### config.mk
export PLATFORM = sky130hd
export DESIGN_NAME = mfe_led7seg_74hc595_scan_scheduler
export DESIGN_NICKNAME = d
export VERILOG_FILES = /design/src/rtl/mfe_led7seg_74hc595_scan_scheduler.sv
export SDC_FILE = /design/constraint.sdc
export NUM_CORES = 1
export LEC_CHECK = 0
export ABC_AREA = 1
export CORE_MARGIN = 2
export CORE_UTILIZATION = 50
export DETAILED_ROUTE_END_ITERATION = 10
export PLACE_DENSITY = 0.75
export SETUP_SLACK_MARGIN = 0.3
export SYNTH_ARGS = -nofsm -noshare
export SYNTH_HDL_FRONTEND = slang
export SYNTH_SLANG_ARGS = --single-unit
export TNS_END_PERCENT = 50
### constraint.sdc
create_clock -name clk -period 1.9 [get_ports clk]
set_input_delay 0.285 -clock clk [delete_from_list [all_inputs] [get_ports clk]]
set_output_delay 0.285 -clock clk [all_outputs]
set_load 0.02 [all_outputs]
### src/rtl/mfe_led7seg_74hc595_scan_scheduler.sv
// mfe_led7seg_74hc595_scan_scheduler
//
// Refresh scheduler for a multiplexed 7-segment display driven through
// 74HC595 shift registers. A host-writable digit buffer holds one
// {dp_on, hex} entry per digit. Once every REFRESH_DIV clocks the scheduler
// decodes the current digit into an active-low segment byte and a one-hot
// digit select. It then offers the 16-bit word to the shift controller over a
// vld/rdy handshake, and moves round-robin to the next digit.
//
// Ports
//   clk        : system clock, rising edge
//   rst        : asynchronous active-high reset
//   en         : scanning enable
//   wr_en      : buffer write strobe (one entry per cycle)
//   wr_addr    : digit index to write; indices >= NUM_DIGITS are ignored
//   wr_data    : {dp_on, hex_nibble[3:0]}
//   blank      : per-digit blank mask, 1 = digit dark
//   dat        : {seg[7:0] active-low (bit7 = dp), sel[7:0] one-hot}
//   vld        : dat valid toward the shift controller
//   rdy        : shift controller accepts dat
//   frame_done : one-cycle pulse after the last digit of a frame is accepted

module mfe_led7seg_74hc595_scan_scheduler #(
  parameter int NUM_DIGITS  = 8,
  parameter int REFRESH_DIV = 1000
) (
  input  logic        clk,
  input  logic        rst,
  input  logic        en,
  input  logic        wr_en,
  input  logic [2:0]  wr_addr,
  input  logic [4:0]  wr_data,
  input  logic [7:0]  blank,
  output logic [15:0] dat,
  output logic        vld,
  input  logic        rdy,
  output logic        frame_done
);

  localparam int          TW        = (REFRESH_DIV > 1) ? $clog2(REFRESH_DIV) : 1;
  localparam logic [TW-1:0] TIMER_MAX = TW'(REFRESH_DIV - 1);
  localparam logic [2:0]  LAST_IDX  = 3'(NUM_DIGITS - 1);

  typedef enum logic {
    IDLE = 1'b0,
    SEND = 1'b1
  } state_t;

  state_t        state, state_n;
  logic [TW-1:0] timer;
  logic          tick;
  logic [2:0]    idx, idx_n;
  logic [15:0]   dat_q, dat_n;
  logic          frame_done_n;
  logic [4:0]    buf_q [8];
  logic [4:0]    entry;
  logic [7:0]    seg;

  // Hex digit to active-low segment pattern. Bit 7 is the decimal point,
  // which is dark (1) in every code.
  function automatic logic [7:0] hex_to_seg(input logic [3:0] h);
    logic [7:0] s;
    s = 8'hFF;
    case (h)
      4'h0: s = 8'hC0;
      4'h1: s = 8'hF9;
      4'h2: s = 8'hA4;
      4'h3: s = 8'hB0;
      4'h4: s = 8'h99;
      4'h5: s = 8'h92;
      4'h6: s = 8'h82;
      4'h7: s = 8'hF8;
      4'h8: s = 8'h80;
      4'h9: s = 8'h90;
      4'hA: s = 8'h88;
      4'hB: s = 8'h83;
      4'hC: s = 8'hC6;
      4'hD: s = 8'hA1;
      4'hE: s = 8'h86;
      4'hF: s = 8'h8E;
      default: s = 8'hFF;
    endcase
    return s;
  endfunction

  // Digit buffer. Always eight physical entries so wr_addr and idx index it
  // directly; only entries below NUM_DIGITS are ever written or scanned.
  always_ff @(posedge clk or posedge rst) begin
    if (rst) begin
      for (int i = 0; i < 8; i++) buf_q[i] <= 5'd0;
    end else if (wr_en && (wr_addr <= LAST_IDX)) begin
      buf_q[wr_addr] <= wr_data;
    end
  end

  // Free-running slot timer, independent of the handshake state.
  always_ff @(posedge clk or posedge rst) begin
    if (rst) begin
      timer <= '0;
    end else if (timer == TIMER_MAX) begin
      timer <= '0;
    end else begin
      timer <= timer + 1'b1;
    end
  end

  assign tick = (timer == TIMER_MAX);

  // Segment byte for the digit about to be latched. Blanking overrides both
  // the segments and the decimal point.
  always_comb begin
    entry = buf_q[idx];
    seg   = hex_to_seg(entry[3:0]);
    if (entry[4]) seg[7] = 1'b0;
    if (blank[idx]) seg = 8'hFF;
  end

  // Next-state logic. A tick seen while a word is still in flight is simply
  // not acted on, so missed slots are dropped rather than queued.
  always_comb begin
    state_n      = state;
    idx_n        = idx;
    dat_n        = dat_q;
    frame_done_n = 1'b0;
    case (state)
      IDLE: begin
        if (tick && en) begin
          dat_n   = {seg, 8'h01 << idx};
          state_n = SEND;
        end
      end
      SEND: begin
        if (rdy) begin
          idx_n        = (idx == LAST_IDX) ? 3'd0 : idx + 3'd1;
          frame_done_n = (idx == LAST_IDX);
          state_n      = IDLE;
        end
      end
      default: state_n = IDLE;
    endcase
  end

  // State registers. The dat reset value is the decode of an all-zero
  // buffer entry for digit 0.
  always_ff @(posedge clk or posedge rst) begin
    if (rst) begin
      state      <= IDLE;
      idx        <= 3'd0;
      dat_q      <= 16'hC001;
      frame_done <= 1'b0;
    end else begin
      state      <= state_n;
      idx        <= idx_n;
      dat_q      <= dat_n;
      frame_done <= frame_done_n;
    end
  end

  // vld comes straight from the state register, so an async reset drops it
  // in the same cycle.
  assign vld = (state == SEND);
  assign dat = dat_q;

endmodule

# Word level (Yosys, flattened, before mapping)
# Memories as Yosys holds them, arrays and structs flattened.
# Cells that the tools add are included.
dict set report word_totals {
  mem_bits_ro 112
  memories 1
  reg_bits 71
  inputBits 21
  word_cells 49
}
# memory depth word_bits read_ports rd_clocked_by_memory_dff write_ports line
set memory_table {}
lappend memory_table {{(no name shown)} 16 7 1 0 0 64} ;# case (h)
dict set report op_classes {
  n_addsub 2
  order_cmp 5
  n_mux 17
  eq_ne 2
  shifts 1
  reduce_logical 5
  n_bitwise 3
}
# op count
set op_table {}
lappend op_table {{40-bit bitwise mux} 1}
lappend op_table {{5-bit binary-select mux with 3-bit select} 1}
lappend op_table {{5-bit demux with 3-bit select} 1}
lappend op_table {{5-bit 2-to-1 mux} 3}
lappend op_table {{10-bit by 1-bit adder with 10-bit output, second input constant} 1}
lappend op_table {{10-bit == test, second input constant} 1}
lappend op_table {{10-bit 2-to-1 mux} 1}
lappend op_table {{4-bit greater-or-equal comparator, second input constant} 2}
lappend op_table {{8-bit 2-to-1 mux} 1}
lappend op_table {{3-bit inverter with 4-bit output} 2}
lappend op_table {{1-bit by 3-bit left shift with 8-bit output, first input constant} 1}
lappend op_table {{1-bit 2-to-1 mux} 6}
lappend op_table {{3-bit by 4-bit < comparator with 1-bit output, second input constant} 1}
lappend op_table {{4-bit by 1-bit < comparator with 1-bit output, second input constant} 1}
lappend op_table {{2-bit AND reduction} 2}
lappend op_table {{3-bit by 1-bit adder with 3-bit output, second input constant} 1}
lappend op_table {{1-bit binary-select mux with 3-bit select} 1}
lappend op_table {{3-bit == test, second input constant} 1}
lappend op_table {{3-bit less-or-equal comparator, second input constant} 1}
lappend op_table {{1-bit logical AND} 3}
lappend op_table {{3-bit 2-to-1 mux} 1}
lappend op_table {{1-bit case mux with 2 select lines} 1}
lappend op_table {{1-bit inverter} 1}

# Logic depth before layout (Yosys ltp)
# Gate-level depths: netlist (run 1).
dict set report depth {
  word_depth 6
  depth_mapped 15
}

# Worst setup path after synthesis (run 1)
# No wires, ideal clock.
dict set report synth_path {
  path_type {register -> register}
  start {register idx[0]}
  end {register dat_q[11], in the netlist dat[11]}
  path_stages_with_launch 16
  path_slack_ns 0.051
  t_arrival_ns 1.736
  path_buffers 2
  path_cell_list {dfrtp_1 > buf_4 > buf_6 > nor2_1 > nor2_1 > o21ai_1 > nand3_1 > nand2_1 > inv_1 > ha_1 > nand3_1 > nand2_1 > nand2_1 > nand3_1 > nand2_1 > inv_1}
}
dict set report synth_between {
  elab_chain_len 6
  elab_cells_between_ends 8
  classes_between {mux: 6; bitwise: 1; memory: 1}
}
# element line
set synth_lines {}
lappend synth_lines {{from (decl)} 52} ;# logic [2:0] idx, idx_n;
lappend synth_lines {{from (signal assigned)} 153} ;# idx <= idx_n;
lappend synth_lines {{3-bit inverter with 4-bit output (not written as such)} 112} ;# entry = buf_q[idx];
lappend synth_lines {{5-bit binary-select mux with 3-bit select} 112}
lappend synth_lines {{5-bit 2-to-1 mux (not written as such) (2 in a row)} 112}
lappend synth_lines {{memory 16 x 7 bit} --}
lappend synth_lines {{8-bit 2-to-1 mux *} 115} ;# if (blank[idx]) seg = 8'hFF;
lappend synth_lines {{to (signal assigned)} 154} ;# dat_q <= dat_n;
lappend synth_lines {{to (decl)} 53} ;# logic [15:0] dat_q, dat_n;
# Every way passes the cells marked *; elsewhere a longest branch is shown, timed or not. The select of a mux whose other input is x is not followed.
# A chain may end at the register's enable or synchronous reset.

# Worst setup path after layout (run 1)
dict set report layout_path {
  start {register idx[1]}
  end {register dat_q[13], in the netlist dat[13]}
}
# Same word-level chain as after synthesis.

==> results of run 1 <==
[worst max-delay path by stage]
stage / from / end / slack, ps / depth (start not counted)
after floorplan: idx[0] / dat[11] / 50 / 15
after global placement: idx[0] / dat[11] / 110 / 14
after detailed placement: idx[0] / dat[11] / 60 / 14
after CTS: idx[0] / dat[8] / 170 / 14
after global routing: idx[0] / dat[11] / 20 / 14
final: idx[1] / dat[13] / 130 / 12
[final cells by class]
cell class              count  area [sq um]  share of cell area [%]
clock buffers              10           128                    2.60
well taps                  99           124                    2.52
clock inverters             6          46.3                   0.941
repair buffers             70           691                    14.0
multi-input cells         333          1940                    39.5
flip-flops and latches     71          1780                    36.3
inverters                  50           201                    4.10
[stage by stage]
step,hold slack (ps),util (%),total power [W]
floorplan,394,-,0.00241
global placement,451,59.3,0.00264
detailed placement,456,59.3,0.00266
CTS,283,65.8,0.00396
global route,304,67.8,0.00436
finish,272,67.8,0.00413
[metal layers]
layer	vias to the layer above	part of all wire, %	GRT usage (%)
li1	1623	-	-
met1	1502	47	32.0
met2	67	47	35.9
met3	17	3.5	4.67
met4	0	2.2	7.56
met5	-	0	0
[worst max-delay path: cells and delay by family, from the launching register on]
kind	cells	cell delay [ps]
and+or+nand+nor	6	430
buffers and inverters	3	340
AOI/OAI and AO/OA	2	260
DFF	1	450
adders and majority gates	1	160
[state kept, by name, summed over array words and instances (netlist names)]
register	flops
timer	10
frame_done	1
dat	16
vld	1
idx	3
buf_q	40
[power by group]
| group | internal, W | switching (W) |
|---|---|---|
| combinational | 0.000524 | 0.000723 |
| sequential | 0.00168 | 0.000115 |
| clock | 0.000480 | 0.000608 |
| total | 0.00268 | 0.00145 |
[repair_timing]
| action | CTS | global route |
|---|---|---|
| gates cloned | 0 | 1 |
| hold endpoints to repair | 0 | 0 |
| setup buffers | 12 | 1 |
| gates resized for setup | 52 | 36 |
| endpoints found under the setup margin | 22 | 30 |
| hold buffers | 0 | 0 |
| pin swaps | 22 | 25 |
[cell families after synthesis]
family | after synthesis | synth area share, %
xor gates and xnor gates | 3 | 0.705
and+or+nand+nor | 243 | 29.2
DFF | 71 | 47.7
buffers and inverters | 61 | 7.51
adders and majority gates | 13 | 4.36
AOI/OAI and AO/OA | 73 | 10.5
[placed cells by master, fill, tap and decap left out, types with 3 or more instances in the layout]
master           count
nand2_1            125
dfrtp_1             66
o21ai_0             47
inv_1               42
nor2_1              38
clkdlybuf4s50_1     29
nand3_1             23
buf_4               21
nand3_2             14
nand2_2             10
nand2_4              9
clkbuf_8             9
buf_6                8
a21oi_1              7
o21ai_1              7
or2_2                7
ha_1                 6
ha_4                 6
dlymetal6s2s_1       5
inv_4                4
nor2_2               4
nand3_4              4
dlygate4sd2_1        4
inv_2                3
nor3_1               3
clkinvlp_4           3
dfstp_2              3
==> run summary, run 1 <==
antenna violations before repair -> 0
Worst IR Drop VDD -> 0.437 mV
HP Class -> input port to asynchronous set/reset pin
die area -> 8170 sq um
layout cells sized above 1 -> 23.3%
Root Driver -> clkbuf_8
status -> completed
final worst setup slack -> 128 ps
Worst-path clk slew -> 90 ps
overall routed net length -> 8.96 mm
Clock Skew -> 14.8 ps
CTS tree -> done
FF-to-FF End -> dat[13]
filler-free cell count of the finished design -> 639
Total GRT Usage -> 22.9%
total grt overflow -> 0
Tightest Pin Transition -> 448 ps
critical-path cell list -> buf_6 -> nor2_2 -> o21ai_2 -> nand3_2 -> nand2_4 -> buf_12 -> ha_4 -> inv_4 -> nor2_2 -> nand2_1 -> nand2_2 -> o21a_1
Layout area overhead -> 31.8%
post-detail-place hpwl -> 6.02 mm
fmax -> 564 MHz
I/O Buffers -> 38
final worst path period share -> 93.3%
Largest stage delay, worst path -> 450 ps
Nets -> 569
syn avg cell area -> 8.04 sq um
post-route setup TNS -> 0 ps
Synth Cell Area -> 3730 sq um
Yosys top cell by area -> dfrtp_1
max-slew violations -> 0
Power Density -> 840 nW/um^2
Final ANT Viol Nets -> 0
final setup fails -> 0
clk_lat worst skew -> 360 ps
router iterations before antenna repair -> 4
worst path required time -> 2150 ps
Cell Area, Placed -> 4300 sq um
CP Launch Type -> flip-flop
Syn Inst Count -> 464
post-route cell area -> 4920 sq um
critical path endpoint category -> flip-flop
GPL Wtd Cong -> 0.907
Rows -> 31
drt drc -> 0
worst-path fanout max -> 6
most frequent CP cell -> nor2_2
critical path type -> flip-flop to flip-flop
Via density -> 5.02
CTS max path bufs -> 2
worst reg2reg startpoint -> idx[1]
register area share after synthesis -> 47.7%
CTS H-tree lvls -> 3
CTS Sinks -> 71
top post-synthesis cells by area -> dfrtp_1 (46%), nand2_1 (14%), o21ai_0 (6.4%)
ys async rst share -> 100%
Iter 0 DRT Violations -> 147
Tmin final -> 1770 ps
RSZ-0062 raised after global routing -> yes
vias post-DR -> 3209
most numerous cell in the Yosys netlist -> nand2_1
first-pass GRT wire length -> 15.1 mm
number of synthesized flops with an enable pin -> 0
crit path max-delay cell type -> dfrtp_2
Post-Place Worst Slack -> 55.1 ps
synthesized flop and latch total -> 71
num ports -> 39
routed len/inst -> 14.0 um
core footprint -> 7250 sq um
Cells after DPL -> 609
vias in the first global route -> 3073
FF-to-FF path depth -> 12
Starting Density -> 51.4%
most frequent cells after synthesis -> nand2_1 (138), dfrtp_1 (68), o21ai_0 (48)
Leak Pwr -> 2.52 nW
final count of hold timing violations -> 0
syn nets -> 498
Num CTS Buffers -> 9
Ys Warns -> 0
die width -> 90.4 um
dominant synthesized flop cell -> dfrtp_1
r2r setup slk -> 130 ps
# Max-Cap Violations -> 0
maximum number of pins on one net before global-route repair -> 42
antenna cells -> 0
Synth cell types -> 34
Rel. slew slack -> 70.0%
Die Ht -> 90.4 um
top-area cell type share of the netlist area -> 45.6%
Filler Cell Count -> 584
Arr. time, crit path -> 2020 ps
Note: power is estimated with default switching activity, not from simulation.
==> run 2: changes to the inputs <==
CTS_CLUSTER_DIAMETER = 150   (was unset)
PLACE_DENSITY = 0.71   (was 0.75)
==> run summary, run 2 (synthesis gave the netlist of run 1 again) <==
Tmin final -> 1740 ps (-30.3 ps)
Nets -> 567 (-0.35%)
Root Driver -> clkbuf_8
M1 GR Usage -> 30.4% (-1.6 points)
Worst IR Drop VDD -> 0.645 mV (+48%)
post-route cell area -> 4850 sq um (-1.4%)
CTS H-tree lvls -> 3 (unchanged)
Top Family by Delay on Critical Path -> simple AND/OR/NAND/NOR gates
overall routed net length -> 9.00 mm (+0.46%)
status -> completed
Layout area overhead -> 30.0%
Cell Area, Placed -> 4310 sq um (+0.17%)
WP buf/inv -> 3 (unchanged)
Num CTS Buffers -> 9 (unchanged)
Post-Place Worst Slack -> -40.5 ps (-95.6 ps)
GPL Wtd Cong -> 0.883 (-2.6%)
Filler Cell Count -> 613 (+5.0%)
hold buffers post-CTS -> 0 (unchanged)
FF-to-FF End -> dat[13]
first-pass GRT wire length -> 15.3 mm (+1.7%)
total grt overflow -> 0 (unchanged)
CTS tree -> done
RSZ-0062 raised after global routing -> yes
r2r setup slk -> 160 ps (+30 ps)
Iter 0 DRT Violations -> 128 (-13%)
Critical path destination -> dat[13]
fmax -> 574 MHz (+1.7%)
final setup fails -> 0 (unchanged)
Power Density -> 851 nW/um^2 (+1.3%)
critical path type -> flip-flop to flip-flop
# Max-Cap Violations -> 0 (unchanged)
routed len/inst -> 14.1 um (+0.77%)
crit path from -> idx[0]
Leak Pwr -> 2.50 nW (-0.57%)
antenna cells -> 0 (unchanged)
worst-path fanout max -> 5 (-1)
final worst path period share -> 91.7% (-1.6 points)
post-detail-place hpwl -> 6.22 mm (+3.3%)
CTS max path bufs -> 2 (unchanged)
Clock Skew -> 6.94 ps (-7.86 ps)
router iterations before antenna repair -> 4 (unchanged)
num ports -> 39 (unchanged)
Via density -> 5.10 (+1.5%)
CTS Sinks -> 71 (unchanged)
footprint of the multi-input gates -> 1880 sq um (-3.2%)
most used routing layer -> met2
GRT met2 Usage -> 39.2% (+3.3 points)
antenna violations before repair -> 0 (unchanged)
Final ANT Viol Nets -> 0 (unchanged)
Final Core Density -> 66.9% (-0.93 points)
max-slew violations -> 0 (unchanged)
clk_lat worst skew -> 350 ps (about the same)
worst reg2reg startpoint -> idx[0]
commonest cells after routing, fill and taps aside -> nand2_1 (129), dfrtp_1 (66), o21ai_0 (48)
worst path required time -> 2150 ps (about the same)
Total GRT Usage -> 23.4% (+0.49 points)
layout cells sized above 1 -> 21.0% (-2.3 points)
Tightest Pin Transition -> 382 ps (-66.1 ps)
Arr. time, crit path -> 1990 ps (-30 ps)
Storage cell area -> 1780 sq um (unchanged)
FF-to-FF path depth -> 13 (+1)
critical path endpoint category -> flip-flop
final count of hold timing violations -> 0 (unchanged)
commonest non-fill, non-tap cell in the layout -> nand2_1
die width -> 90.4 um (unchanged)
core footprint -> 7250 sq um (unchanged)
Rel. slew slack -> 74.5% (+4.5 points)
die area -> 8170 sq um (unchanged)
CP Launch Type -> flip-flop
maximum number of pins on one net before global-route repair -> 72 (+71%)
Die Ht -> 90.4 um (unchanged)
drt drc -> 0 (unchanged)
final worst setup slack -> 158 ps (+30.3 ps)
largest reg by FF count -> buf_q
cell count along the critical path -> 13 (+1)
vias post-DR -> 3247 (+1.2%)
Worst-path clk slew -> 70 ps (-20 ps)
vias in the first global route -> 3206 (+4.3%)
HP Class -> input port to asynchronous set/reset pin
Largest stage delay, worst path -> 450 ps (about the same)
critical-path cell list -> buf_6 -> nor2_2 -> nor2_1 -> nand2_1 -> nand3_1 -> nand2_2 -> buf_6 -> ha_4 -> inv_4 -> nor2_2 -> nand2_1 -> nand2_2 -> o21a_1
crit path max-delay cell type -> dfrtp_2
I/O Buffers -> 38 (unchanged)
Rows -> 31 (unchanged)
Starting Density -> 51.4% (unchanged)
M3 GR Usage -> 4.84% (+0.17 points)
Tot Pwr -> 0.00413 W (about the same)
number of flip-flops in the largest register -> 40 (unchanged)
run 2: changes by cell type in the layout (fill, tap and decap cells not counted), sizes merged:
cell / previous run / this run
bufinv: 0 / 1
nand2: 144 / 143
buf: 32 / 31
clkinv: 3 / 2
clkinvlp: 3 / 1
inv: 50 / 49
clkbuf: 10 / 13
run 2: metrics by stage:
stage / hold slack (ps) / std cells / TNS [ps]
finish: 376 / 637 / 0
detailed placement: 460 / 610 / -48.6
floorplan: 394 / 464 / 0
global placement: 445 / 610 / 0
CTS: 399 / 633 / 0
global route: 427 / 637 / 0
run 2: worst min-delay path by stage:
| stage | start | to | slack (ps) | cells past startpoint |
|---|---|---|---|---|
| after detailed placement | dat[4] | dat[4] | 460 | 2 |
| after global placement | timer[0] | timer[0] | 440 | 1 |
| after floorplan | rdy | vld | 390 | 1 |
| after global routing | rst | timer[0] | 430 | 3 |
| final | rst | buf_q[19] | 380 | 3 |
| after CTS | rst | timer[0] | 400 | 3 |
run 2: worst reg2reg max path, cell delays in order, from the launching register on:
cell	delay, ps
dfrtp_2	450
buf_6	130
nor2_2	30
nor2_1	100
nand2_1	60
nand3_1	100
nand2_2	80
buf_6	140
ha_4	160
inv_4	60
nor2_2	30
nand2_1	70
nand2_2	50
o21a_1	180
run 2: per-layer routing:
layer / vias up / share of wire (%)
met5: - / 0
met4: 0 / 1.2
met3: 10 / 3.7
met2: 55 / 49
met1: 1562 / 46
li1: 1620 / -
run 2: timing repair:
action	4_1_cts	5_1_grt
endpoints found under the setup margin	26	29
pin swaps	20	15
resized for setup	41	31
buffers inserted	7	4
hold endpoints to repair	0	0
run 2: final cells by class:
type                    instances  share of cell area, %
clock buffers                  13                   3.07
clock inverters                 3                  0.903
inverters                      50                   4.15
multi-input cells             332                   38.8
flip-flops and latches         71                   36.8
well taps                      99                   2.55
repair buffers                 69                   13.8
run 2: power breakdown:
part	leakage (nW)	internal [W]	total, W	switching, W
logic	1.51	0.000462	0.00112	0.000659
registers	0.899	0.00168	0.00179	0.000114
clock network	0.0976	0.000644	0.00121	0.000567
==> run 3: changes to the inputs <==
CTS_BUF_LIST = sky130_fd_sc_hd__clkbuf_2 sky130_fd_sc_hd__clkbuf_4 sky130_fd_sc_hd__clkbuf_8   (was unset)
GPL_TIMING_DRIVEN = 0   (was unset)
MAX_ROUTING_LAYER = met4   (was unset)
==> run summary, run 3 (synthesis gave the netlist of run 1 again) <==
combinational share of power -> 27.0% (-0.2 points)
CP Launch Type -> flip-flop
clk_lat worst skew -> 350 ps (about the same)
Starting Density -> 51.4% (unchanged)
HP Class -> input port to asynchronous set/reset pin
Iter 0 DRT Violations -> 188 (+47%)
worst path required time -> 2150 ps (about the same)
fmax -> 524 MHz (-8.8%)
vias in the first global route -> 3182 (-0.75%)
commonest non-fill, non-tap cell in the layout -> nand2_1
worst-path fanout max -> 5 (unchanged)
num ports -> 39 (unchanged)
total grt overflow -> 0 (unchanged)
vias post-DR -> 3254 (+0.22%)
post-route cell area -> 4820 sq um (-0.57%)
Final Core Density -> 66.5% (-0.38 points)
CTS H-tree lvls -> 3 (unchanged)
# Max-Cap Violations -> 0 (unchanged)
final setup fails -> 3 (+3)
CTS max path bufs -> 2 (unchanged)
Int Pwr -> 0.00278 W (-0.10%)
Layout area overhead -> 29.3%
critical path endpoint category -> flip-flop
CTS tree -> done
GPL Wtd Cong -> 0.906 (+2.6%)
largest reg by FF count -> buf_q
RSZ-0062 raised after global routing -> yes
overall routed net length -> 8.94 mm (-0.68%)
most frequent CP cell -> nand2_1
antenna cells -> 0 (unchanged)
drt drc -> 0 (unchanged)
Leak Pwr -> 2.63 nW (+5.0%)
maximum number of pins on one net before global-route repair -> 40 (-44%)
Tmin final -> 1910 ps (+168 ps)
commonest cells after routing, fill and taps aside -> nand2_1 (132), dfrtp_1 (66), o21ai_0 (48)
Rows -> 31 (unchanged)
hold buffers post-CTS -> 0 (unchanged)
CTS Sinks -> 71 (unchanged)
Die Ht -> 90.4 um (unchanged)
Nets -> 568 (+0.18%)
status -> complete, but fails checks
Num CTS Buffers -> 9 (unchanged)
final worst path period share -> 100% (+8.8 points)
Tightest Pin Transition -> 754 ps (+371 ps)
power share of the clock group -> 29.5% (about the same)
routed len/inst -> 14.0 um (-0.83%)
final worst setup slack -> -9.45 ps (-168 ps)
post-detail-place hpwl -> 5.90 mm (-5.1%)
first-pass GRT wire length -> 15.2 mm (-0.77%)
post-route setup TNS -> -20.1 ps (-20.1 ps)
Top Family by Delay on Critical Path -> simple AND/OR/NAND/NOR gates
antenna violations before repair -> 0 (unchanged)
Seq pwr share -> 43.5% (about the same)
I/O Buffers -> 38 (unchanged)
crit path max-delay cell type -> dfrtp_1
Rel. slew slack -> 49.5% (-25 points)
Via density -> 5.10 (about the same)
Clock Skew -> 6.50 ps (-0.443 ps)
Arr. time, crit path -> 2160 ps (+170 ps)
critical path type -> flip-flop to flip-flop
final count of hold timing violations -> 0 (unchanged)
Cell Area, Placed -> 4260 sq um (-1.2%)
Tot Pwr -> 0.00410 W (-0.77%)
die width -> 90.4 um (unchanged)
number of flip-flops in the largest register -> 40 (unchanged)
router iterations before antenna repair -> 4 (unchanged)
switching share of total power -> 32.0% (-0.46 points)
Power Density -> 849 nW/um^2 (-0.20%)
critical-path cell list -> inv_2 -> buf_6 -> buf_4 -> nand2_1 -> nand2_1 -> nand2_2 -> nand2_1 -> nand2_1 -> nand2_2 -> ha_2 -> nand2_1 -> nand2_2 -> nand2_1 -> nand2_1 -> nor2_1 -> nor2_1
core footprint -> 7250 sq um (unchanged)
Largest stage delay, worst path -> 420 ps (-30 ps)
Total GRT Usage -> 23.9% (+0.54 points)
WP buf/inv -> 3 (unchanged)
die area -> 8170 sq um (unchanged)
Final ANT Viol Nets -> 0 (unchanged)
layout cells sized above 1 -> 19.7% (-1.3 points)
max-slew violations -> 0 (unchanged)
Root Driver -> clkbuf_8
P_sw -> 0.00131 W (-2.2%)
Worst IR Drop VDD -> 0.536 mV (-17%)
Worst-path clk slew -> 80 ps (about the same)
failing checks -> negative setup slack
## run 3: changes by cell type in the layout (fill, tap and decap cells not counted), moves of 3 or more
cell / previous run / this run
nand3_1: 22 / 29
nand3_2: 17 / 9
inv_2: 1 / 4
dlymetal6s2s_1: 5 / 11
clkdlybuf4s50_1: 29 / 22
clkbuf_1: 3 / 0
inv_4: 4 / 1
nand2_1: 129 / 132
## run 3: repair_timing
action	in CTS	in global routing
setup buffers	16	4
gates resized for setup	33	28
setup endpoints to repair	26	32
pin swaps	12	13
## run 3: cell type report
| cell class | count | area, sq um |
|---|---|---|
| fill | 617 | 2430 |
| multi-input combinational | 332 | 1820 |
| sequential | 71 | 1780 |
| timing repair buffer | 59 | 592 |
| inverter | 50 | 194 |
| clock buffer | 10 | 138 |
| tap | 99 | 124 |
| buffer | 11 | 111 |
| clock inverter | 6 | 60.1 |
## run 3: path summary, 6_finish.rpt
| check | startpoint | to | slack, ps | depth (start not counted) |
|---|---|---|---|---|
| min | rst | timer[1] | 390 | 2 |
| max | idx[0] | dat[8] | -9 | 16 |
| min reg2reg | dat[0] | dat[0] | 460 | 2 |
| max in group asynchronous | rst | buf_q[2] | 890 | 3 |
| min in group clk | dat[0] | dat[0] | 460 | 2 |
| max reg2reg | idx[0] | dat[8] | -9 | 16 |
## run 3: stage by stage
step | std cells | setup slack, ps | hold WS (ps)
2_1_floorplan | 464 | 51.0 | 394
3_3_place_gp | 601 | -230 | 447
3_5_place_dp | 602 | -263 | 454
4_1_cts | 634 | 33.0 | 403
5_1_grt | 638 | -144 | 461
6_report | 638 | -9.45 | 390
## run 3: power by group through the flow
stage | sequential, W | combinational, W | clock, W
final | 0.00178 | 0.00111 | 0.00121
after global routing | 0.00180 | 0.00125 | 0.00129
after CTS | 0.00178 | 0.00102 | 0.00124
after detailed placement | 0.00181 | 0.000841 | 0
after global placement | 0.00180 | 0.000819 | 0
after floorplan | 0.00178 | 0.000632 | 0
## run 3: layer usage
layer  track usage [%]  share of wire, %  vias up
met5                 -                 0        -
met4              10.8               1.7        0
met3              4.51               4.3       14
met2              37.8                49       74
met1              30.1                45     1548
li1                  -                 -     1618
